==> config.mk <==
export PLATFORM = sky130hd
export DESIGN_NAME = pipe_chain
export DESIGN_NICKNAME = d
export VERILOG_FILES = /design/src/rtl/pipe_chain.sv
export SDC_FILE = /design/constraint.sdc
export NUM_CORES = 1
export LEC_CHECK = 0
export CAP_MARGIN = 20
export CORE_ASPECT_RATIO = 1.75
export CORE_UTILIZATION = 40
export CTS_CLUSTER_SIZE = 25
export DETAILED_ROUTE_END_ITERATION = 16
export DONT_BUFFER_PORTS = 1
export PLACE_DENSITY_LB_ADDON = 0.12
export SLEW_MARGIN = 20
export SYNTH_ARGS = -nofsm -noshare
export SYNTH_HDL_FRONTEND = slang
export SYNTH_SLANG_ARGS = --single-unit
==> constraint.sdc <==
create_clock -name clk -period 12.6 [get_ports clk]
set_input_delay 2.52 -clock clk [delete_from_list [all_inputs] [get_ports clk]]
set_output_delay 2.52 -clock clk [all_outputs]
set_load 0.01 [all_outputs]
==> src/rtl/pipe_chain.sv <==
// pipe_chain: linear chain of STAGES register stages with per-stage hold and
// flush, load-use hazard detection between stages 0 and 1, and saturating
// stall/flush event counters.
//
// Ports:
//   clk, rst        clock (rising edge) and asynchronous active-high reset
//   in_valid        a new word is offered to stage 0
//   in_data         the offered word (WIDTH bits)
//   in_ready        combinational: stage 0 takes the offered word this edge
//   hold_i          per-stage freeze request
//   flush_i         per-stage kill (wins over hold)
//   src1, src2      source register addresses of the stage-0 instruction
//   src_en          enables for src1 (bit 0) and src2 (bit 1)
//   stage_valid     valid bit per stage
//   stage_data      stage k contents at bits [k*WIDTH +: WIDTH]
//   load_use        combinational: load-use hazard between stages 1 and 0
//   stall_cnt       saturating count of cycles with in_valid & !in_ready
//   flush_cnt       saturating count of cycles with any flush_i bit set
module pipe_chain #(
   parameter int unsigned WIDTH    = 64,
   parameter int unsigned STAGES   = 4,
   parameter int unsigned ADDR_W   = 3,
   parameter int unsigned LD_BIT   = 40,
   parameter int unsigned DST_LSB  = 49,
   parameter int unsigned COLLAPSE = 0
) (
   input  logic                      clk,
   input  logic                      rst,
   input  logic                      in_valid,
   input  logic [WIDTH-1:0]          in_data,
   output logic                      in_ready,
   input  logic [STAGES-1:0]         hold_i,
   input  logic [STAGES-1:0]         flush_i,
   input  logic [ADDR_W-1:0]         src1,
   input  logic [ADDR_W-1:0]         src2,
   input  logic [1:0]                src_en,
   output logic [STAGES-1:0]         stage_valid,
   output logic [STAGES*WIDTH-1:0]   stage_data,
   output logic                      load_use,
   output logic [15:0]               stall_cnt,
   output logic [15:0]               flush_cnt
);

   localparam int unsigned CNT_W = 16;
   localparam logic [CNT_W-1:0] CNT_MAX = '1;

   // Packed so element k lands at bits [k*WIDTH +: WIDTH] of stage_data.
   logic [STAGES-1:0][WIDTH-1:0] data_q;
   logic [STAGES-1:0]            valid_q;
   logic [CNT_W-1:0]             stall_cnt_q;
   logic [CNT_W-1:0]             flush_cnt_q;

   logic [STAGES-1:0]            stall;
   logic [STAGES-1:0]            keep;
   logic [ADDR_W-1:0]            dst1;
   logic                         stall_hit;
   logic                         flush_hit;

   // Back-pressure chain, computed from the last stage toward stage 0.
   always_comb begin : stall_chain
      logic chain;
      chain = 1'b0;
      stall = '0;
      for (int k = STAGES - 1; k >= 0; k--) begin
         if (k == STAGES - 1) begin
            chain = hold_i[k];
         end else if (COLLAPSE != 0) begin
            chain = hold_i[k] | (chain & valid_q[k+1]);
         end else begin
            chain = hold_i[k] | chain;
         end
         stall[k] = chain;
      end
   end

   // Load in stage 1 whose destination feeds the stage-0 instruction.
   always_comb begin : hazard
      dst1     = data_q[1][DST_LSB +: ADDR_W];
      load_use = valid_q[0] & valid_q[1] & data_q[1][LD_BIT] &
                 ((src_en[0] & (src1 == dst1)) | (src_en[1] & (src2 == dst1)));
      in_ready = ~stall[0] & ~load_use;
   end

   // Per-stage "keep contents" decision. In collapse mode an empty stage that
   // is only stalled by downstream pressure still accepts its upstream word,
   // since holding a bubble protects nothing. Stage 0 always obeys in_ready so
   // a dropped word is never captured.
   always_comb begin : keep_logic
      keep    = stall;
      keep[0] = stall[0] | load_use;
      for (int k = 1; k < STAGES; k++) begin
         if ((COLLAPSE != 0) && !valid_q[k] && !hold_i[k]) begin
            keep[k] = 1'b0;
         end
      end
   end

   // Stage registers: flush beats keep, keep beats load.
   always_ff @(posedge clk or posedge rst) begin : stages
      if (rst) begin
         data_q  <= '0;
         valid_q <= '0;
      end else begin
         if (flush_i[0]) begin
            valid_q[0] <= 1'b0;
         end else if (!keep[0]) begin
            data_q[0]  <= in_data;
            valid_q[0] <= in_valid;
         end
         for (int k = 1; k < STAGES; k++) begin
            if (flush_i[k]) begin
               valid_q[k] <= 1'b0;
            end else if (!keep[k]) begin
               data_q[k]  <= data_q[k-1];
               // A bubble enters behind an upstream stage that is holding.
               valid_q[k] <= valid_q[k-1] & ~keep[k-1];
            end
         end
      end
   end

   assign stall_hit = in_valid & ~in_ready;
   assign flush_hit = |flush_i;

   // Saturating event counters.
   always_ff @(posedge clk or posedge rst) begin : counters
      if (rst) begin
         stall_cnt_q <= '0;
         flush_cnt_q <= '0;
      end else begin
         if (stall_hit && (stall_cnt_q != CNT_MAX)) begin
            stall_cnt_q <= stall_cnt_q + CNT_W'(1);
         end
         if (flush_hit && (flush_cnt_q != CNT_MAX)) begin
            flush_cnt_q <= flush_cnt_q + CNT_W'(1);
         end
      end
   end

   assign stage_valid = valid_q;
   assign stage_data  = data_q;
   assign stall_cnt   = stall_cnt_q;
   assign flush_cnt   = flush_cnt_q;

endmodule
==> results.sh <==
export IMPL_holdCritStartpoint="flush_cnt[15]"
export IMPL_worst_path_dominant_cell_family="compound AO/OA/AOI/OAI gates"
export IMPL_critPathSlowestCell="a21oi_2"
export IMPL_final_max_slew_violation_count=0
export IMPL_cts_buffers_inserted=28
export IMPL_number_of_remaining_drc_errors=0
export IMPL_gr_usage_met1=0.174
export IMPL_switching_share=0.324
export IMPL_worst_pin_slew_ps=970
export IMPL_ys_flop_type="dfrtp_1"
export IMPL_cp_num_buf_inv=0
export IMPL_holdBufCountCts=0
export IMPL_via_count_of_the_first_global_routing_pass=6569
export IMPL_syn_area_per_cell_um2=16.1
export IMPL_sink_of_the_worst_hold_path="flush_cnt[15]"
export IMPL_ctsLongestPathBuffers=3
export IMPL_design_final_nets=813
export IMPL_root_buffer="clkbuf_16"
export IMPL_max_clock_freq_mhz=172
export IMPL_place_gp_congestion=0.780
export IMPL_critPathMaxStageDelay_ps=340
export IMPL_clkLatencyLatePin_ps=550
export IMPL_detailedPlacementHpwl_um=18600
export IMPL_design_portCount=377
export IMPL_timing_critical_path_fanout_max=5
export IMPL_largest_family_of_logic_cells_by_synthesized_area="multiplexers"
export IMPL_synth_simple_area_share=0.0389
export IMPL_rr_worst_depth=6
export IMPL_synth_most_common_cell="dfrtp_1"
export IMPL_design_core_area_mm2=0.0285
export IMPL_cts_repair_timing_setup_buffer_count=0
export IMPL_post_synth_mux_area_share=0.271
export IMPL_internal_power_mw=2.05
export IMPL_synth_sequential_area_ratio=0.632
export IMPL_compound_gate_portion_of_the_synthesized_area=0.00790
export IMPL_accumulated_negative_setup_slack_ps=0
export IMPL_outcome="complete, no violations"
export IMPL_power_ir_vdd_worst_uv=141
export IMPL_fp_dieArea_mm2=0.0296
export IMPL_vias_per_cell=5.40
export IMPL_finalClockSkew_ps=17.7
export IMPL_critical_path_reg2reg_startpoint="stage_data[114]"
export IMPL_layout_min_cycle_time_ps=5800
export IMPL_synthesis_yosys_warnings=0
export IMPL_synth_top_cells_by_count="292 x dfrtp_1, 193 x mux2_2, 60 x mux2_4"
export IMPL_synthesis_nets=803
export IMPL_preCtsSetupSlack_ps=6790
export IMPL_grt_usage=0.175
export IMPL_p_comb_frac=0.134
export IMPL_sequential_power_share=0.579
export IMPL_grt_busiest_layer="met2"
export IMPL_drtAntennaViolNets=0
export IMPL_drive_gt1_frac=0.423
export IMPL_synth_edf_count=0
export IMPL_routedWlPerCell_um=23.7
export IMPL_syn_instance_count=718
export IMPL_area_growth_synth_to_final_pct=11.4
export IMPL_critical_path_cell_chain="xnor2_1 -> nand4_1 -> a21oi_2 -> nor2_1"
export IMPL_synthDistinctLibCells=35
export IMPL_setup_violations_final=0
export IMPL_htree_levels=1
export IMPL_synth_adder_area_share=0.00216
export IMPL_clk_slew_on_worst_s_h_paths_ps=60
export IMPL_antenna_found_initial=1
export IMPL_postSynth_asyncResetShare=1.00
export IMPL_grt_start_max_net_pins=140
export IMPL_hold_depth=1
export IMPL_grt_util_met2=0.329
export IMPL_chipHeight_um=227
export IMPL_power_frac_clock=0.287
export IMPL_crit_required_ps=10080
export IMPL_post_cts_resize_count=0
export IMPL_vias=6094
export IMPL_timing_hold_violations_final=0
export IMPL_cellLeakagePower_nw=5.94
export IMPL_use_met3=0.0585
export IMPL_net_switching_power_uw=983
export IMPL_layout_core_utilization=0.452
export IMPL_setup_repair_after_global_routing_missed_its_margin="no"
export IMPL_synth_largest_type_area_fraction=0.632
export IMPL_detail_route_first_pass_iterations=4
export IMPL_post_route_clock_period_utilization=0.460
export IMPL_grt_ovfl_total=0
export IMPL_synth_xor_xnor_area_share=0.0273
export IMPL_std_cell_rows=82
export IMPL_synthDominantAreaCellType="dfrtp_1"
export IMPL_end_of_the_worst_register_to_register_path="stage_data[60]"
export IMPL_yosys_register_bits=292
export IMPL_cts_tree="done"
export IMPL_synth_cell_area_mm2=0.0116
export IMPL_timing_slew_headroom=0.354
export IMPL_port_buffers=0
export IMPL_cp_end_kind="output pin"
export IMPL_critPathLaunchType="primary input"
export IMPL_min_setup_slack_post_route_ps=6800
export IMPL_dieWidth_um=131
export IMPL_start_util=0.405
export IMPL_total_wirelength_um=26700
export IMPL_maxCapViolCount=0
export IMPL_reg2reg_setup_slack_ps=9570
export IMPL_tritoncts_num_sinks=292
export IMPL_post_synth_main_area_contributors="dfrtp_1 63%, mux2_2 19%, mux2_4 7.8%"
export IMPL_timing_worst_setup_path_type="in2out"
export IMPL_drt_initial_drc_count=271
export IMPL_min_path_type="reg2reg"
export IMPL_totalPowerFinal_mw=3.04
export IMPL_fin_hold_ws_ps=567
export IMPL_critical_path_at_ps=3280
export IMPL_grt_first_pass_wirelength_um=39000
export IMPL_power_per_cell_area_mw_per_mm2=236
-- cells in the final DEF, fill, tap and decap left out, drive strengths merged, types with 5 or more instances in the layout --
cell type  count
clkinv         8
nand3         20
dfrtp        292
nand4         15
xnor2         32
nand2         13
nor2          16
buf            8
inv            5
mux2         258
nor4           5
clkbuf        42
-- power by group through the flow --
stage / registers [mW] / logic [mW] / clock network (mW)
floorplan: 1.62 / 0.366 / 0
global route: 1.81 / 0.450 / 0.938
finish: 1.76 / 0.408 / 0.871
detailed placement: 1.78 / 0.414 / 0
CTS: 1.77 / 0.416 / 0.900
global placement: 1.78 / 0.392 / 0
-- metrics by stage --
stage	area (um^2)	cells
after floorplan	11600	718
after global placement	11900	1076
after detailed placement	11900	1076
after CTS	12900	1128
after global routing	12900	1128
final	12900	1129
-- layout make-up --
type	count	area, um^2
flip-flops and latches	292	7310
inverters	5	26.3
multi-input cells	393	4030
well taps	378	473
fillers	2611	15600
clock inverters	10	104
repair buffers	8	63.8
diodes	1	2.50
clock buffers	42	875
-- flip-flops by register name, indices dropped and copies added, names as in the netlist --
signal,flops
stage_data,256
stage_valid,4
flush_cnt,16
stall_cnt,16
-- cells by family (layout without fill, tap and decap cells) --
kind of cell / after synthesis / in the layout
adders and majority gates: 2 / 2
buffers and inverters: 33 / 65
xor gates and xnor gates: 36 / 36
and+or+nand+nor: 84 / 84
AOI/OAI and AO/OA: 13 / 13
DFF: 292 / 292
other: 0 / 1
muxes: 258 / 258
-- metal layers --
layer | wire (um) | share of wire | vias to the layer above
met1 | 8570 | 0.32 | 3197
met2 | 14900 | 0.56 | 287
met5 | 18 | 0.00067 | -
met4 | 761 | 0.028 | 2
met3 | 2530 | 0.095 | 45
li1 | - | - | 2563
-- how the worst max path moves through the flow --
stage,start,end,slack (ps),cells past startpoint
final,src1[1],in_ready,6800,4
after global placement,src1[1],in_ready,6800,4
after floorplan,rst,flush_cnt[0],2020,1
after global routing,src1[1],in_ready,6650,4
after detailed placement,src1[1],in_ready,6790,4
after CTS,src2[0],in_ready,6790,4
No activity file was read; power rests on OpenSTA's default activity.
